--- src/rtl/mm_pkg.sv ---
// ----------------------------------------------------------------------------
// mm_pkg
// Shared definitions for the 2x2 matrix-multiplier datapath.
//   MM_N   : default matrix dimension (one matrix = MM_N*MM_N elements)
//   MM_W   : default element width, equal to the multiplier result width
//   idx_w  : width needed to index n positions, never less than one bit
// ----------------------------------------------------------------------------
package mm_pkg;

   localparam int MM_N = 2;
   localparam int MM_W = 17;

   // A one-bit floor keeps degenerate sizes (n <= 1) from producing
   // zero-width vectors.
   function automatic int idx_w(input int n);
      return (n <= 1) ? 1 : $clog2(n);
   endfunction

endpackage

--- src/rtl/mm_pingpong_buf.sv ---
// ----------------------------------------------------------------------------
// mm_pingpong_buf
// Two-bank element store for the result collector. Each bank holds one
// N x N matrix. One write port and one asynchronous read mux, so the
// collector can present the addressed element in the same cycle its read
// pointer changes. Contents are not reset.
// Ports:
//   clk        : clock
//   wr_en_i    : write strobe
//   wr_bank_i  : bank selected for writing
//   wr_addr_i  : element index inside the write bank (row-major)
//   wr_data_i  : element to store
//   rd_bank_i  : bank selected for reading
//   rd_addr_i  : element index inside the read bank
//   rd_data_o  : element at {rd_bank_i, rd_addr_i}
// ----------------------------------------------------------------------------
module mm_pingpong_buf
   import mm_pkg::*;
#(
   parameter int N     = MM_N,
   parameter int W     = MM_W,
   parameter int CNT_W = idx_w(N * N)
) (
   input  logic             clk,
   input  logic             wr_en_i,
   input  logic             wr_bank_i,
   input  logic [CNT_W-1:0] wr_addr_i,
   input  logic [W-1:0]     wr_data_i,
   input  logic             rd_bank_i,
   input  logic [CNT_W-1:0] rd_addr_i,
   output logic [W-1:0]     rd_data_o
);

   localparam int NN = N * N;

   // Word currently addressed by the read pointer in each bank.
   logic [W-1:0] bank_rd [2];

   genvar gi;
   generate
      for (gi = 0; gi < 2; gi++) begin : g_bank
         logic [W-1:0] mem_q [NN];

         always_ff @(posedge clk) begin
            if (wr_en_i && (wr_bank_i == 1'(gi))) begin
               mem_q[wr_addr_i] <= wr_data_i;
            end
         end

         assign bank_rd[gi] = mem_q[rd_addr_i];
      end
   endgenerate

   assign rd_data_o = bank_rd[rd_bank_i];

endmodule

--- src/rtl/mm_result_collector.sv ---
// ----------------------------------------------------------------------------
// mm_result_collector
// Gathers result elements from the matrix multiplier into ping-pong banks
// (row-major, N*N elements per matrix) and streams finished matrices out
// over valid/ready, so collecting one matrix overlaps draining the other.
// Ports:
//   CLK        : clock, all state on the rising edge
//   RST        : synchronous active-high reset
//   IN_DATA    : element from the multiplier
//   IN_STROBE  : IN_DATA valid this cycle (no backpressure upstream)
//   OUT_DATA   : element being offered
//   OUT_ROW    : row index of OUT_DATA
//   OUT_COL    : column index of OUT_DATA
//   OUT_LAST   : OUT_DATA is the final element of its matrix
//   OUT_VALID  : an element is offered
//   OUT_READY  : consumer takes the element this cycle
//   OVERFLOW   : sticky, an incoming element had nowhere to go
// ----------------------------------------------------------------------------
module mm_result_collector
   import mm_pkg::*;
#(
   parameter int N  = MM_N,
   parameter int W  = MM_W,
   parameter int IW = idx_w(N)
) (
   input  logic          CLK,
   input  logic          RST,
   input  logic [W-1:0]  IN_DATA,
   input  logic          IN_STROBE,
   output logic [W-1:0]  OUT_DATA,
   output logic [IW-1:0] OUT_ROW,
   output logic [IW-1:0] OUT_COL,
   output logic          OUT_LAST,
   output logic          OUT_VALID,
   input  logic          OUT_READY,
   output logic          OVERFLOW
);

   localparam int               CNT_W    = idx_w(N * N);
   localparam logic [CNT_W-1:0] LAST_IDX = CNT_W'(N * N - 1);
   localparam logic [CNT_W-1:0] N_CNT    = CNT_W'(N);

   // Registered state
   logic [1:0]       bank_full_q, bank_full_d;
   logic             wr_bank_q,   wr_bank_d;
   logic [CNT_W-1:0] wr_cnt_q,    wr_cnt_d;
   logic             rd_bank_q,   rd_bank_d;
   logic [CNT_W-1:0] rd_cnt_q,    rd_cnt_d;
   logic             overflow_q,  overflow_d;

   // Handshake / acceptance decode
   logic out_valid;
   logic rd_fire;
   logic rd_last;
   logic rd_free;
   logic wr_accept;
   logic wr_last;

   assign out_valid = bank_full_q[rd_bank_q];
   assign rd_fire   = out_valid && OUT_READY;
   assign rd_last   = (rd_cnt_q == LAST_IDX);
   assign rd_free   = rd_fire && rd_last;

   // A full write bank may still take the strobe when the final read of
   // that very bank happens in the same cycle; the slot is free at the edge.
   assign wr_accept = IN_STROBE && !RST &&
                      (!bank_full_q[wr_bank_q] || (rd_free && (rd_bank_q == wr_bank_q)));
   assign wr_last   = (wr_cnt_q == LAST_IDX);

   always_comb begin
      bank_full_d = bank_full_q;
      wr_bank_d   = wr_bank_q;
      wr_cnt_d    = wr_cnt_q;
      rd_bank_d   = rd_bank_q;
      rd_cnt_d    = rd_cnt_q;
      overflow_d  = overflow_q;

      if (rd_fire) begin
         if (rd_last) begin
            bank_full_d[rd_bank_q] = 1'b0;
            rd_bank_d              = ~rd_bank_q;
            rd_cnt_d               = '0;
         end else begin
            rd_cnt_d = rd_cnt_q + 1'b1;
         end
      end

      // Applied after the read update so that a completing write into the
      // bank just freed leaves it marked full.
      if (wr_accept) begin
         if (wr_last) begin
            bank_full_d[wr_bank_q] = 1'b1;
            wr_bank_d              = ~wr_bank_q;
            wr_cnt_d               = '0;
         end else begin
            wr_cnt_d = wr_cnt_q + 1'b1;
         end
      end else if (IN_STROBE) begin
         overflow_d = 1'b1;
      end
   end

   always_ff @(posedge CLK) begin
      if (RST) begin
         bank_full_q <= '0;
         wr_bank_q   <= 1'b0;
         wr_cnt_q    <= '0;
         rd_bank_q   <= 1'b0;
         rd_cnt_q    <= '0;
         overflow_q  <= 1'b0;
      end else begin
         bank_full_q <= bank_full_d;
         wr_bank_q   <= wr_bank_d;
         wr_cnt_q    <= wr_cnt_d;
         rd_bank_q   <= rd_bank_d;
         rd_cnt_q    <= rd_cnt_d;
         overflow_q  <= overflow_d;
      end
   end

   mm_pingpong_buf #(
      .N     (N),
      .W     (W),
      .CNT_W (CNT_W)
   ) u_buf (
      .clk       (CLK),
      .wr_en_i   (wr_accept),
      .wr_bank_i (wr_bank_q),
      .wr_addr_i (wr_cnt_q),
      .wr_data_i (IN_DATA),
      .rd_bank_i (rd_bank_q),
      .rd_addr_i (rd_cnt_q),
      .rd_data_o (OUT_DATA)
   );

   // Outputs depend only on registered pointers/flags plus the read mux.
   assign OUT_VALID = out_valid;
   assign OUT_LAST  = rd_last;
   assign OUT_ROW   = IW'(rd_cnt_q / N_CNT);
   assign OUT_COL   = IW'(rd_cnt_q % N_CNT);
   assign OVERFLOW  = overflow_q;

endmodule

--- config.mk ---
export PLATFORM = sky130hd
export DESIGN_NAME = mm_result_collector
export DESIGN_NICKNAME = d
export VERILOG_FILES = /design/src/rtl/mm_pkg.sv /design/src/rtl/mm_pingpong_buf.sv /design/src/rtl/mm_result_collector.sv
export SDC_FILE = /design/constraint.sdc
export NUM_CORES = 1
export LEC_CHECK = 0
export ABC_AREA = 1
export BUFFER_PORTS_ARGS = -buffer_cell sky130_fd_sc_hd__buf_2
export CAP_MARGIN = 0
export CORE_ASPECT_RATIO = 1.4
export CORE_MARGIN = 5
export CORE_UTILIZATION = 55
export CTS_CLUSTER_DIAMETER = 50
export CTS_CLUSTER_SIZE = 14
export DETAILED_ROUTE_END_ITERATION = 8
export PLACE_DENSITY = 0.78
export SETUP_SLACK_MARGIN = 0.2
export SYNTH_ARGS = -nofsm -noshare
export SYNTH_HDL_FRONTEND = slang
export SYNTH_SLANG_ARGS = --single-unit
--- constraint.sdc ---
create_clock -name CLK -period 2.3 [get_ports CLK]
set_input_delay 0.115 -clock CLK [delete_from_list [all_inputs] [get_ports CLK]]
set_output_delay 0.115 -clock CLK [all_outputs]
set_load 0.01 [all_outputs]
After elaboration in Yosys (flattened, before gate mapping) --
Memories as Yosys holds them, arrays and structs flattened. A register that Yosys moved wholly into a read port is not among the register bits. Index checks and enable logic that the tools add are counted.
Word-level totals: memories 2, output and inout port bits 22, register bits after elaboration 9, memory bits (writable) 136, input port bits 21
Operators by class: equality and inequality tests 3, bitwise logic cells 7, mux-type cells 25, reductions and logical operators 15, magnitude comparators 5, $add $sub $neg 2
Memories:
- u_buf.g_bank[0].mem_q | depth 4, width 17, read ports 1, clocked after memory_dff 1, write ports 1, line mm_pingpong_buf.sv:42 | logic [W-1:0] mem_q [NN];
- u_buf.g_bank[1].mem_q | depth 4, width 17, read ports 1, clocked after memory_dff 1, write ports 1, line mm_pingpong_buf.sv:42
Operators with widths (number):
- $mux 17 | 3
- $mux 2 | 10
- $mux 1 | 10
- $logic_and 1x1->1 | 9
- $reduce_and 2->1 | 3
- $add 2x1->2 const B | 2
- $eq 2x2->1 const B | 2
- $lt 1x2->1 const B | 2
- $not 1->1 | 3
- $and 2x2->2 | 1
- $demux 1 s1 | 2
- $ge 1x1->1 const B | 2
- $ge 2x2->1 const B | 1
- $logic_not 1->1 | 2
- $not 1->2 | 1
- $not 2->2 | 1
- $or 2x2->2 | 1
- $eq 1x1->1 | 1
- $logic_or 1x1->1 | 1

Depth between registers and ports, before layout --
depth in word-level cells 11, depth in mapped cells 10, depth with buffers taken out 9

Modules after synthesis --
Synthesis repeated with hierarchy kept, for this count alone.
Unflattened totals: cells, all modules 669, area, all modules 6510.0 um^2
By module, submodules not included:
- mm_pingpong_buf | times used 1, area an instance 5987.0 um^2, cells an instance 602, sequential area each 4083.9 um^2
- mm_result_collector | times used 1, area an instance 523.0 um^2, cells an instance 67, sequential area each 180.2 um^2

Least setup slack after synthesis --
OpenSTA, ideal clock, no wires.
path kind reg2reg, start register rd_cnt_q[0], end memory u_buf.g_bank[1].mem_q[0][0] (netlist name), enable pin, library setup time 0.389 ns, arrival time 1.874 ns, setup slack 0.037 ns, required time 1.911 ns, cell stages (with the launch flop) 7, path through dfxtp_1 ha_1 nand4_4 nand2_4 nand2_4 buf_8 nor3_2
Between the ends: cells in the longest elaborated chain, start to end 8
Ends and longest elaborated chain:
- start: declaration | line mm_result_collector.sv:48 | logic [CNT_W-1:0] rd_cnt_q, rd_cnt_d;
- start signal: assignment | line mm_result_collector.sv:116 | rd_cnt_q <= rd_cnt_d;
- $eq 2x2->1 | line mm_result_collector.sv:61 | assign rd_last = (rd_cnt_q == LAST_IDX);
- via OUT_LAST | line mm_result_collector.sv:33 | output logic OUT_LAST,
- $logic_and 1x1->1 | line mm_result_collector.sv:62 | assign rd_free = rd_fire && rd_last;
- $logic_and 1x1->1 | line mm_result_collector.sv:67 | (!bank_full_q[wr_bank_q] || (rd_free && (rd_bank_q == wr_bank_q)));
- $logic_or 1x1->1 | line mm_result_collector.sv:67
- $logic_and 1x1->1 | line mm_result_collector.sv:66 | assign wr_accept = IN_STROBE && !RST &&
- $logic_and 1x1->1 | line mm_pingpong_buf.sv:45 | if (wr_en_i && (wr_bank_i == 1'(gi))) begin
- $mux 1 | line mm_pingpong_buf.sv:45
- $mux 1 (implied by the code) | line mm_pingpong_buf.sv:46 | mem_q[wr_addr_i] <= wr_data_i;
- end: declaration | line mm_pingpong_buf.sv:42
The timed path passes the listed nets, and every way through them passes these cells.

==> key figures <==
Run status
  • Status: complete, no violations

STA
  • Min Tclk post-route: 2020 ps
  • RSZ-0062 raised after global routing: no
  • Slew HR: 69.2%
  • Final TNS setup: 0 ps
  • Hold Fails Final Rpt: 0
  • Fin worst setup slack: 284 ps
  • Setup violators final: 0
  • Post-route clock skew: 3.83 ps
  • Final period util: 87.6%
  • Slew at the pin closest to its max-slew limit: 462 ps
  • Max-slew violations: 0
  • Achievable frequency: 496 MHz

Floorplanning
  • Initial Util: 55.5%
  • Die footprint: 13,100 um2
  • Core Area: 10,800 um2
  • Site row count: 45
  • DIE WIDTH: 98.0 um
  • Ports: 43
  • Die Ht: 133 um

Global routing
  • Met1 global-route usage: 25.0%
  • M2 GR Usage: 32.6%
  • Global-route wire length before repair: 19,800 um
  • Busiest grt layer: met2
  • Maximum number of pins on one net before global-route repair: 69
  • Vias in the first global route: 3,933
  • Grt met3 use: 6.08%
  • Gr ovfl total: 0
  • Initial antenna violation count: 0
  • Total GRT Usage: 19.8%

Logic synthesis
  • Synthesized area: 5970 um2
  • Syn avg cell area: 12.7 um2
  • Sequential area share after synthesis: 72.1%
  • Post-synthesis register bit count: 147
  • Synth unique cells: 30
  • Synth Warn #: 0
  • Syn_nets: 494
  • Synth Instances: 468

Setup path
  • Worst Setup EP: OUT_DATA[13]
  • Arrival time of the worst setup path: 1900 ps
  • R2R Setup Slk: 390 ps
  • Startpoint Class: register
  • FF-to-FF Start: wr_bank_q
  • Kind of end point of the critical path: output pin
  • Crit path max fanout: 34
  • Worst reg2reg endpoint: u_buf.g_bank[0].mem_q[0][7]
  • CP Class: register to output pin
  • R2R depth: 7
  • Required time worst endpoint: 2180 ps

Place
  • Port Buffers: 42
  • Pre-CTS WS: 383 ps
  • Detailed Place HPWL: 7680 um
  • GP Congestion: 0.786

Cells and area
  • Fill cell count: 752
  • Area delta synth->final: 18.7%
  • # diodes: 0
  • Layout cell share with drive strength beyond 1: 21.3%
  • Final nets: 559

Routing
  • Vias: 3,934
  • Post-route ant nets: 0
  • DRC viols: 0
  • Initial DRC Count: 400
  • Post-Route WL: 12,700 um
  • DR pass1 iterations: 5
  • Routed vias/inst: 5.73
  • Routed len/inst: 18.6 um

Clock tree
  • Clock-pin slew of the registers on the worst-case setup and hold paths: 60 ps
  • CTS HTree Levels: 4
  • Postcts setup bufs: 0
  • Clock buffer depth: 2
  • Clk_lat worst skew: 410 ps
  • Total clock buffers created by CTS: 17
  • Clock sink total: 147
  • Root buffer cell: clkbuf_16
  • CTS tree: done

Job
  • Max-cap viol count: 0

Power and ir drop
  • P_leak: 2.58 nW
  • Cell area power density: 814 nW/um2
  • Max VDD drop: 0.000572 V

Hold path
  • HP Class: primary input to register
-- worst min-delay path by stage --
stage / cells after the start / start / to
finish: 1 / IN_DATA[6] / u_buf.g_bank[0].mem_q[3][6]
global route: 1 / IN_DATA[5] / u_buf.g_bank[1].mem_q[1][5]
CTS: 1 / IN_DATA[6] / u_buf.g_bank[0].mem_q[2][6]
detailed placement: 2 / RST / bank_full_q[0]
global placement: 2 / RST / bank_full_q[0]
floorplan: 1 / RST / bank_full_q[0]
-- flip-flops by register name, summed over array words and instances (netlist names), named ones only --
register / flops
rd_bank_q: 1
wr_bank_q: 1
wr_cnt_q: 2
rd_cnt_q: 2
u_buf.g_bank.mem_q: 136
OVERFLOW: 1
bank_full_q: 2
-- synthesized netlist by cell type, drive strengths merged --
cell	n	area share, %
edfxtp	136	68
nor2	106	6.7
nand2	67	4.6
o21ai	41	3.5
o32ai	34	5.0
inv	18	1.2
buf	15	2.0
clkbuf	12	0.75
dfxtp	11	3.7
nand3	6	0.59
nor3	6	1.0
a21oi	5	0.48
ha	5	1.0
a31o	2	0.29
nand4	2	0.46
a21boi	1	0.13
o211a	1	0.17
-- through the flow --
step	hold WS (ps)	util [%]	cell area, um2	power [mW]	cells
final	10.3	65.9	7090	5.76	686
after global routing	14.5	65.9	7090	5.95	686
after CTS	0.893	65.3	7020	5.79	685
after detailed placement	338	59.0	6340	3.26	642
after global placement	333	59.0	6340	3.25	642
after floorplan	177	-	5970	3.16	468
-- report_power, final --
group          internal (mW)  switching (mW)  total [mW]
Combinational         0.0863           0.153       0.240
Clock                   1.56           0.975        2.54
Sequential              2.97          0.0177        2.99
Total                   4.62            1.15        5.76
-- per-layer routing --
metal	wire length, um	vias to the layer above
met5	0	-
li1	-	1820
met2	6460	182
met4	195	0
met1	5200	1905
met3	880	27
-- timing repair --
action                                  in CTS  in global routing
cloned                                       0                  1
endpoints found under the setup margin      17                  9
gates resized for setup                      4                  7
hold buffers                                12                  0
endpoints found under the hold margin       79                  0
pin swaps                                    0                  0
-- area by class of cell --
cell class / instances / area [um2] / share of cell area [%]
sequential: 147 / 4310 / 60.8
multi-input combinational: 276 / 1460 / 20.5
clock inverter: 13 / 119 / 1.68
timing repair buffer: 73 / 519 / 7.33
inverter: 18 / 77.6 / 1.09
tap: 141 / 176 / 2.49
clock buffer: 18 / 429 / 6.06
-- critical path: stages (launching register included) --
cell and delay, ps:
dfxtp_2 460, buf_12 240, nor2_1 80, o32ai_1 340
nand2_1 140, nand2_1 90, buf_2 120
-- placed cells by master (no fill, tap or decap), drive strengths merged --
master	n
a21boi	1
a21oi	5
a31o	2
buf	60
bufinv	2
clkbuf	19
clkinv	10
clkinvlp	1
dfxtp	11
dlygate4sd3	12
edfxtp	136
ha	5
inv	18
nand2	67
nand3	6
nand4	2
nor2	106
nor3	6
o211a	1
o21ai	41
o32ai	34
-- kinds of logic after synthesis --
group | share of synthesized area (%)
compound gates | 9.56
buf+inv | 3.90
flops | 72.1
fa+ha+maj | 1.05
simple gates | 13.4
Power figures use the tool's default switching activity.
